<file path="src/rtl/dcache_port_arbiter.sv">
// Arbitrates the pipeline load/store port and the CACOP port onto one dcache
// request channel, with a starvation counter so CACOP cannot be locked out.
module dcache_port_arbiter #(
    parameter int STARVE_LIMIT = 4
) (
    input  logic        aclk,
    input  logic        aresetn,
    input  logic        flush,
    input  logic        p_valid,
    input  logic        p_op,
    input  logic [3:0]  p_wstrb,
    input  logic [31:0] p_addr,
    input  logic [31:0] p_wdata,
    input  logic        p_atom,
    output logic        p_ready,
    output logic        p_done,
    output logic [31:0] p_rdata,
    input  logic        c_valid,
    input  logic [1:0]  c_type,
    input  logic [31:0] c_addr,
    output logic        c_ready,
    output logic        c_done,
    output logic        dc_rvalid,
    output logic        dc_wvalid,
    output logic        dc_op,
    output logic [3:0]  dc_wstrb,
    output logic [31:0] dc_addr,
    output logic [31:0] dc_wdata,
    output logic        dc_atom,
    output logic        dc_cacop_en,
    output logic [1:0]  dc_cacop_type,
    input  logic        dc_rready,
    input  logic        dc_wready,
    input  logic        dc_cacop_done,
    input  logic [31:0] dc_rdata,
    output logic        busy
);

    typedef enum logic [1:0] {IDLE, BUSY, DONE} state_t;

    localparam logic [3:0] LIMIT = 4'(STARVE_LIMIT);

    state_t      state;
    state_t      state_nx;
    logic        own_c;
    logic        h_op;
    logic        h_atom;
    logic [3:0]  h_wstrb;
    logic [31:0] h_addr;
    logic [31:0] h_wdata;
    logic [1:0]  h_ctype;
    logic [31:0] rdata_q;
    logic [3:0]  starve;
    logic        squash;
    logic        p_req;
    logic        p_win;
    logic        c_win;
    logic        cmpl;
    logic        in_busy;

    always_comb begin
        state_nx = state;
        p_req    = aresetn && p_valid && !flush;
        p_win    = 1'b0;
        c_win    = 1'b0;
        cmpl     = 1'b0;
        unique case (state)
            IDLE: begin
                c_win = aresetn && c_valid && (!p_req || starve == LIMIT);
                p_win = p_req && !c_win;
                if (p_win || c_win)
                    state_nx = BUSY;
            end
            BUSY: begin
                // Only the owner's completion strobe counts.
                cmpl = own_c ? dc_cacop_done : (h_op ? dc_wready : dc_rready);
                if (cmpl)
                    state_nx = DONE;
            end
            DONE: state_nx = IDLE;
            default: state_nx = IDLE;
        endcase
    end

    always_ff @(posedge aclk) begin
        if (!aresetn) begin
            state   <= IDLE;
            own_c   <= 1'b0;
            h_op    <= 1'b0;
            h_atom  <= 1'b0;
            h_wstrb <= 4'b0;
            h_addr  <= 32'b0;
            h_wdata <= 32'b0;
            h_ctype <= 2'b0;
            rdata_q <= 32'b0;
            starve  <= 4'b0;
            squash  <= 1'b0;
        end else begin
            state <= state_nx;
            if (p_win) begin
                own_c   <= 1'b0;
                h_op    <= p_op;
                h_atom  <= p_atom;
                h_wstrb <= p_op ? p_wstrb : 4'b0;
                h_addr  <= p_addr;
                h_wdata <= p_op ? p_wdata : 32'b0;
                h_ctype <= 2'b0;
            end else if (c_win) begin
                own_c   <= 1'b1;
                h_op    <= 1'b0;
                h_atom  <= 1'b0;
                h_wstrb <= 4'b0;
                h_addr  <= c_addr;
                h_wdata <= 32'b0;
                h_ctype <= c_type;
            end
            if (cmpl && !own_c && !h_op)
                rdata_q <= dc_rdata;
            if (state == DONE)
                squash <= 1'b0;
            else if (state == BUSY && flush && !own_c)
                squash <= 1'b1;
            if (!c_valid || c_win)
                starve <= 4'b0;
            else if (p_win && starve < LIMIT)
                starve <= starve + 4'd1;
        end
    end

    assign in_busy       = (state == BUSY);
    assign busy          = (state != IDLE);
    assign p_ready       = p_win;
    assign c_ready       = c_win;
    assign dc_rvalid     = in_busy && !own_c && !h_op;
    assign dc_wvalid     = in_busy && !own_c && h_op;
    assign dc_cacop_en   = in_busy && own_c;
    assign dc_op         = in_busy && h_op;
    assign dc_atom       = in_busy && !own_c && h_atom;
    assign dc_addr       = in_busy ? h_addr : 32'b0;
    assign dc_wstrb      = dc_wvalid ? h_wstrb : 4'b0;
    assign dc_wdata      = dc_wvalid ? h_wdata : 32'b0;
    assign dc_cacop_type = dc_cacop_en ? h_ctype : 2'b0;
    // A flush landing in the DONE cycle itself still kills the pulse.
    assign p_done        = (state == DONE) && !own_c && !squash && !flush;
    assign c_done        = (state == DONE) && own_c;
    assign p_rdata       = rdata_q;

endmodule

</file>
<file path="config.mk">
export PLATFORM = sky130hd
export DESIGN_NAME = dcache_port_arbiter
export DESIGN_NICKNAME = d
export VERILOG_FILES = /design/src/rtl/dcache_port_arbiter.sv
export SDC_FILE = /design/constraint.sdc
export NUM_CORES = 1
export LEC_CHECK = 0
export BUFFER_PORTS_ARGS = -buffer_cell sky130_fd_sc_hd__buf_2
export CAP_MARGIN = 20
export CORE_MARGIN = 10
export CORE_UTILIZATION = 40
export DETAILED_ROUTE_END_ITERATION = 7
export GPL_TIMING_DRIVEN = 0
export PLACE_DENSITY = 0.83
export SYNTH_ARGS = -nofsm -noshare
export SYNTH_HDL_FRONTEND = slang
export SYNTH_SLANG_ARGS = --single-unit
</file>
<file path="constraint.sdc">
create_clock -name aclk -period 1.4 [get_ports aclk]
set_input_delay 0.14 -clock aclk [delete_from_list [all_inputs] [get_ports aclk]]
set_output_delay 0.14 -clock aclk [all_outputs]
set_load 0.005 [all_outputs]
</file>
After elaboration in Yosys (flattened, before gate mapping). Cells that the tools add are included.

Add/subtract/negate cells: 1. Multiply operators: 0. Divide/modulo/power cells: 0. Magnitude comparators: 1. Equal/unequal tests: 5. Shift-type cells: 0. Muxes and demuxes: 23. Bitwise logic cells: 1. Reduce and logical (&&, ||, !) cells: 37.

Operator list (number): two-way mux 32 bit (7); logical AND 1 bit (20); two-way mux 4 bit (4); two-way mux 1 bit (8); zero test 1 bit (7); two-way mux 2 bit (3); OR reduction 2 bit (3); adder 4 x 1 -> 4 bit (second input constant) (1); equality test 4 x 3 -> 1 bit (second input constant) (1); < comparator 4 x 3 -> 1 bit (second input constant) (1); one-hot mux 2 bit (2 select lines) (1); nonzero test 2 bit (2); logical OR 1 bit (3); equality test 2 x 1 -> 1 bit (second input constant) (1); equality test 2 bit (second input constant) (1); zero test 2 bit (1); inequality test 2 x 1 -> 1 bit (second input constant) (1); inequality test 2 bit (second input constant) (1); AND reduction 2 bit (1); NOT 1 bit (1).

Register bits after elaboration: 112. Bits in latches: 0. Memory bits (writable): 0. Bits in read-only memories: 0. Word-level logic and storage cells: 79. Memories: 0.

Depth between registers and ports, before layout.
Depth in word-level cells: 10. Depth in mapped cells: 8. Gate-level depth less buffers: 7.

Least setup slack after synthesis. Ideal clock, no wire load.

Kind: flip-flop to flip-flop. Start: reg state[1]. End: reg h_wdata[10]. Data arrival time: 1.413 ns. Data required time: 1.283 ns. Path slack: -0.130 ns. Stages on the path, launching flop included: 7. Buffers on the path: 2. Cells stage by stage: dfxtp_1 -> nor3b_4 -> o21ai_2 -> and2_4 -> buf_6 -> buf_6 -> a22o_1.

Word-level cells in the longest chain between the ends: 3.

RTL lines: start, declared (line 43) `state_t state;`; start signal, assigned (line 99) `state <= state_nx;`; zero test 2 bit * (line 67) `unique case (state)`; two-way mux 1 bit (line 67); two-way mux 32 bit / nonzero test 2 bit (equally long branches); end signal, assigned (line 106) `h_wdata <= p_op ? p_wdata : 32'b0;`; end, declared (line 50) `logic [31:0] h_wdata;`.

Every way passes the cells marked *; elsewhere a longest branch is shown, timed or not. A chain may end at the register's enable or synchronous reset.

Final worst setup path.
Start: reg state[0]. End: reg h_addr[16].

Word-level cells in the longest chain between the ends: 3.

RTL lines: zero test 2 bit * (line 67); two-way mux 1 bit (line 67); two-way mux 32 bit / nonzero test 2 bit (equally long branches); end signal, assigned (line 105) `h_addr <= p_addr;`; end signal, assigned (line 113) `h_addr <= c_addr;`; end, declared (line 49) `logic [31:0] h_addr;`.

Marks and branches as above.

==> reports/qor.tcl <==
set qor(cts_inserted_buffers) 9
set qor(grt.overflow.total) 0
set qor(path_class) {flop to flop}
set qor(coreArea_sq_um) 11470
set qor(timing.critical_path.arrival_ps) 2030
set qor(antenna_found_initial) 1
set qor(crit_fanout) 5
set qor(io_pins) 256
set qor(p_switching_uw) 1956
set qor(number_of_storage_elements_in_the_synthesis_netlist) 112
set qor(cts.path.max_buffers) 2
set qor(finClkSkew_ps) 6.755
set qor(syn_avg_cell_area_sq_um) 8.601
set qor(postSynthCellCount) 549
set qor(drive_gt1_share_pct) 57.97
set qor(rsz0062_at_grt) {yes}
set qor(hp-class) {input pin to flop}
set qor(yosys_warnings) 0
set qor(post_dp_cell_area_sq_um) 6187
set qor(max_freq_mhz) 569.7
set qor(drt_iter0_drc) 281
set qor(drt_wl_total_um) 21930
set qor(grt_start_max_net_pins) 17
set qor(worst_pin_slew_ps) 499.6
set qor(p_int_uw) 5754
set qor(grt_pass1_wl_um) 30190
set qor(maxSlewViolCount) 0
set qor(worstPathRequired_ps) 1680
set qor(vias_per_cell) 5.408
set qor(max_cap_viol_count) 0
set qor(power_frac_seq_pct) 44.7
set qor(port_buffers) 254
set qor(crit_path_end_kind) {flop}
set qor(pwr_per_cell_area_nw_per_um2) 891.9
set qor(syn-num-nets) 695
set qor(n_fill_cell) 738
set qor(power_switching_share_pct) 25.37
set qor(grt_pass1_vias) 5686
set qor(power.share.clock_pct) 35.9
set qor(gp_congestion) 0.8165
set qor(multiInputGateArea_sq_um) 2728
set qor(setup.worst_path.start_class) {flop}
set qor(design_area_sq_um) 8645
set qor(power.leakage_uw) 0.004025
set qor(sequential_cell_area_sq_um) 2257
set qor(violated_checks) {negative setup slack}
set qor(root_buffer) {sky130_fd_sc_hd__clkbuf_16}
set qor(final_period_minus_worst_setup_slack_ps) 1755
set qor(std_cell_rows) 39
set qor(util_after_layout_pct) 75.38
set qor(worst_hold_slack_ps) 11.64
set qor(result_of_the_run) {finished with violations}
set qor(clock_sinks) 112
set qor(setup-tns-final_ps) -37590
set qor(synth.cell_area_sq_um) 4722
set qor(final-hold-violation-count) 0
set qor(ys_types) 39
set qor(detail_route.wl_per_cell_um) 21.31
set qor(worst_slack_ps) -355.3
set qor(cts.htree.levels) 3
set qor(via_count) 5565
set qor(final_antenna_net_count) 0
set qor(floorplan.initialDensity_pct) 41.18
set qor(dp_hpwl_um) 12740
set qor(die_height_um) 128.7
set qor(final_cycle_utilization_of_the_critical_path_pct) 125.4
set qor(number_of_drc_violations_after_detailed_routing) 0
set qor(grtUsageTotal_pct) 22.95
set qor(combinationalPowerShare_pct) 19.5
set qor(drt_first_pass_iters) 5
set qor(nets) 1028
set qor(worst_vdd_ir_uv) 921.7
set qor(setup_violations) 183
set qor(max-slew-margin-rel_pct) 66.69
set qor(cts_tree) {yes}
set qor(ys_seq_area_share_pct) 47.48
set qor(horizontal_extent_of_the_die_um) 128.7
set qor(cts.clk_slew.worst_paths_ps) 70
set qor(layout_stage_area_growth_over_the_synthesis_result_pct) 83.07
set qor(insertion_delay_ps) 360
set qor(fp.dieArea_sq_um) 16550
synth_stat cells, drive strengths merged:
| library cell | count | area share (%) |
|---|---|---|
| dfxtp | 112 | 47 |
| nand2 | 98 | 7.8 |
| and2 | 71 | 9.5 |
| a21oi | 66 | 7.0 |
| a22o | 36 | 6.7 |
| o21ai | 34 | 3.7 |
| a21boi | 33 | 5.2 |
| clkbuf | 25 | 2.0 |
| buf | 19 | 2.9 |
| nor2 | 13 | 1.0 |
| inv | 6 | 0.48 |
| nor2b | 6 | 0.79 |
| and3 | 4 | 0.53 |
| mux2i | 3 | 0.64 |
| nand2b | 3 | 0.40 |
| a22oi | 2 | 0.32 |
| ha | 2 | 0.53 |
| nand3 | 2 | 0.32 |
| a2111oi | 1 | 0.19 |
| a41oi | 1 | 0.19 |
| and3b | 1 | 0.19 |
| and4 | 1 | 0.19 |
| nand4b | 1 | 0.19 |
| nor3 | 1 | 0.11 |
| nor3b | 1 | 0.40 |
| nor4 | 1 | 0.13 |
| nor4b | 1 | 0.32 |
| o211a | 1 | 0.21 |
| o211ai | 1 | 0.16 |
| o21a | 1 | 0.16 |
| or2 | 1 | 0.13 |
| xnor2 | 1 | 0.19 |
layout by cell type (no fill, tap or decap), types with 9 or more instances in the layout:
| cell type | netlist | layout |
|---|---|---|
| sky130_fd_sc_hd__clkbuf_1 | 25 | 9 |
| sky130_fd_sc_hd__clkbuf_16 | 0 | 15 |
| sky130_fd_sc_hd__a22o_1 | 36 | 36 |
| sky130_fd_sc_hd__nand2_2 | 0 | 13 |
| sky130_fd_sc_hd__a21oi_1 | 66 | 43 |
| sky130_fd_sc_hd__o21ai_1 | 0 | 10 |
| sky130_fd_sc_hd__o21ai_0 | 33 | 15 |
| sky130_fd_sc_hd__a21oi_2 | 0 | 19 |
| sky130_fd_sc_hd__nor2_1 | 13 | 12 |
| sky130_fd_sc_hd__buf_8 | 0 | 27 |
| sky130_fd_sc_hd__buf_4 | 7 | 18 |
| sky130_fd_sc_hd__a21boi_1 | 5 | 28 |
| sky130_fd_sc_hd__buf_6 | 4 | 109 |
| sky130_fd_sc_hd__dfxtp_1 | 112 | 106 |
| sky130_fd_sc_hd__nand2_1 | 98 | 82 |
| sky130_fd_sc_hd__and2_4 | 1 | 69 |
| sky130_fd_sc_hd__buf_2 | 8 | 179 |
logic make-up (layout without fill, tap and decap cells):
group	Yosys count	in the layout	share of synthesized area [%]
and+or+nand+nor	205	206	21.97
AOI/OAI and AO/OA	176	176	23.82
DFF	112	112	47.48
buffers and inverters	50	385	5.379
muxes	3	3	0.6360
adders and majority gates	2	2	0.5299
xor gates and xnor gates	1	1	0.1855
other	0	1	0
sequential cells by signal, indices dropped and copies added, names as in the netlist:
register	cells
own_c	1
squash	1
h_wstrb	4
h_wdata	32
starve	4
h_atom	1
p_rdata	32
state	2
h_ctype	2
h_op	1
h_addr	32
power by group through the flow:
| stage | clock (uW) | sequential, uW | combinational (uW) |
|---|---|---|---|
| floorplan | 0 | 3470 | 456 |
| global placement | 0 | 3480 | 844 |
| detailed placement | 0 | 3490 | 859 |
| CTS | 2790 | 3420 | 1230 |
| global route | 2940 | 3460 | 1600 |
| finish | 2770 | 3440 | 1500 |
area by class of cell:
type / instances / share of cell area [%]
Multi-Input combinational cell: 388 / 31.55
Tap cell: 143 / 2.070
Clock buffer: 11 / 2.808
Sequential cell: 112 / 26.11
Antenna cell: 1 / 0.02895
Inverter: 6 / 0.2895
Timing Repair Buffer: 323 / 30.25
Clock inverter: 3 / 0.7816
Buffer: 42 / 6.108
critical path: stages (launching register included):
cell                      delay (ps)
sky130_fd_sc_hd__dfxtp_4         350
sky130_fd_sc_hd__buf_6           120
sky130_fd_sc_hd__nor3b_4         240
sky130_fd_sc_hd__buf_6           140
sky130_fd_sc_hd__nand3_4          90
sky130_fd_sc_hd__inv_4           100
sky130_fd_sc_hd__buf_6           160
sky130_fd_sc_hd__buf_6           110
sky130_fd_sc_hd__buf_6           120
sky130_fd_sc_hd__a21oi_1          90
sky130_fd_sc_hd__a21oi_1         160
timing repair:
item / CTS / global route
endpoints found under the setup margin: 180 / 188
pin swaps: 131 / 27
setup buffers: 33 / 12
hold buffers: 5 / 0
gates cloned: 20 / 7
gates resized for setup: 232 / 219
endpoints found under the hold margin: 5 / 0
routing by layer:
metal	GRT usage (%)	wire, um	vias to the layer above
met5	0	0	-
met4	9.234	622	0
met3	9.363	2245	52
met2	40.98	11260	275
met1	23.27	7804	2705
li1	-	-	2533
metrics by stage:
step / cells / total power (uW) / setup WS, ps
4_1_cts: 1017 / 7444 / -425.1
5_1_grt: 1029 / 7994 / -429.0
3_3_place_gp: 946 / 4327 / -376.2
6_report: 1029 / 7710 / -355.3
2_1_floorplan: 549 / 3929 / -73.23
3_5_place_dp: 946 / 4350 / -376.3
final timing paths:
kind                                   from           to  slack [ps]  cells after the start
worst max-delay path               state[0]   h_addr[16]        -360                     10
worst min-delay path             p_wdata[8]   h_wdata[8]          10                      2
worst max register to register     state[0]   h_addr[16]        -360                     10
worst min register to register  p_rdata[15]  p_rdata[15]         450                      2
(Power assumes the default switching activity.)
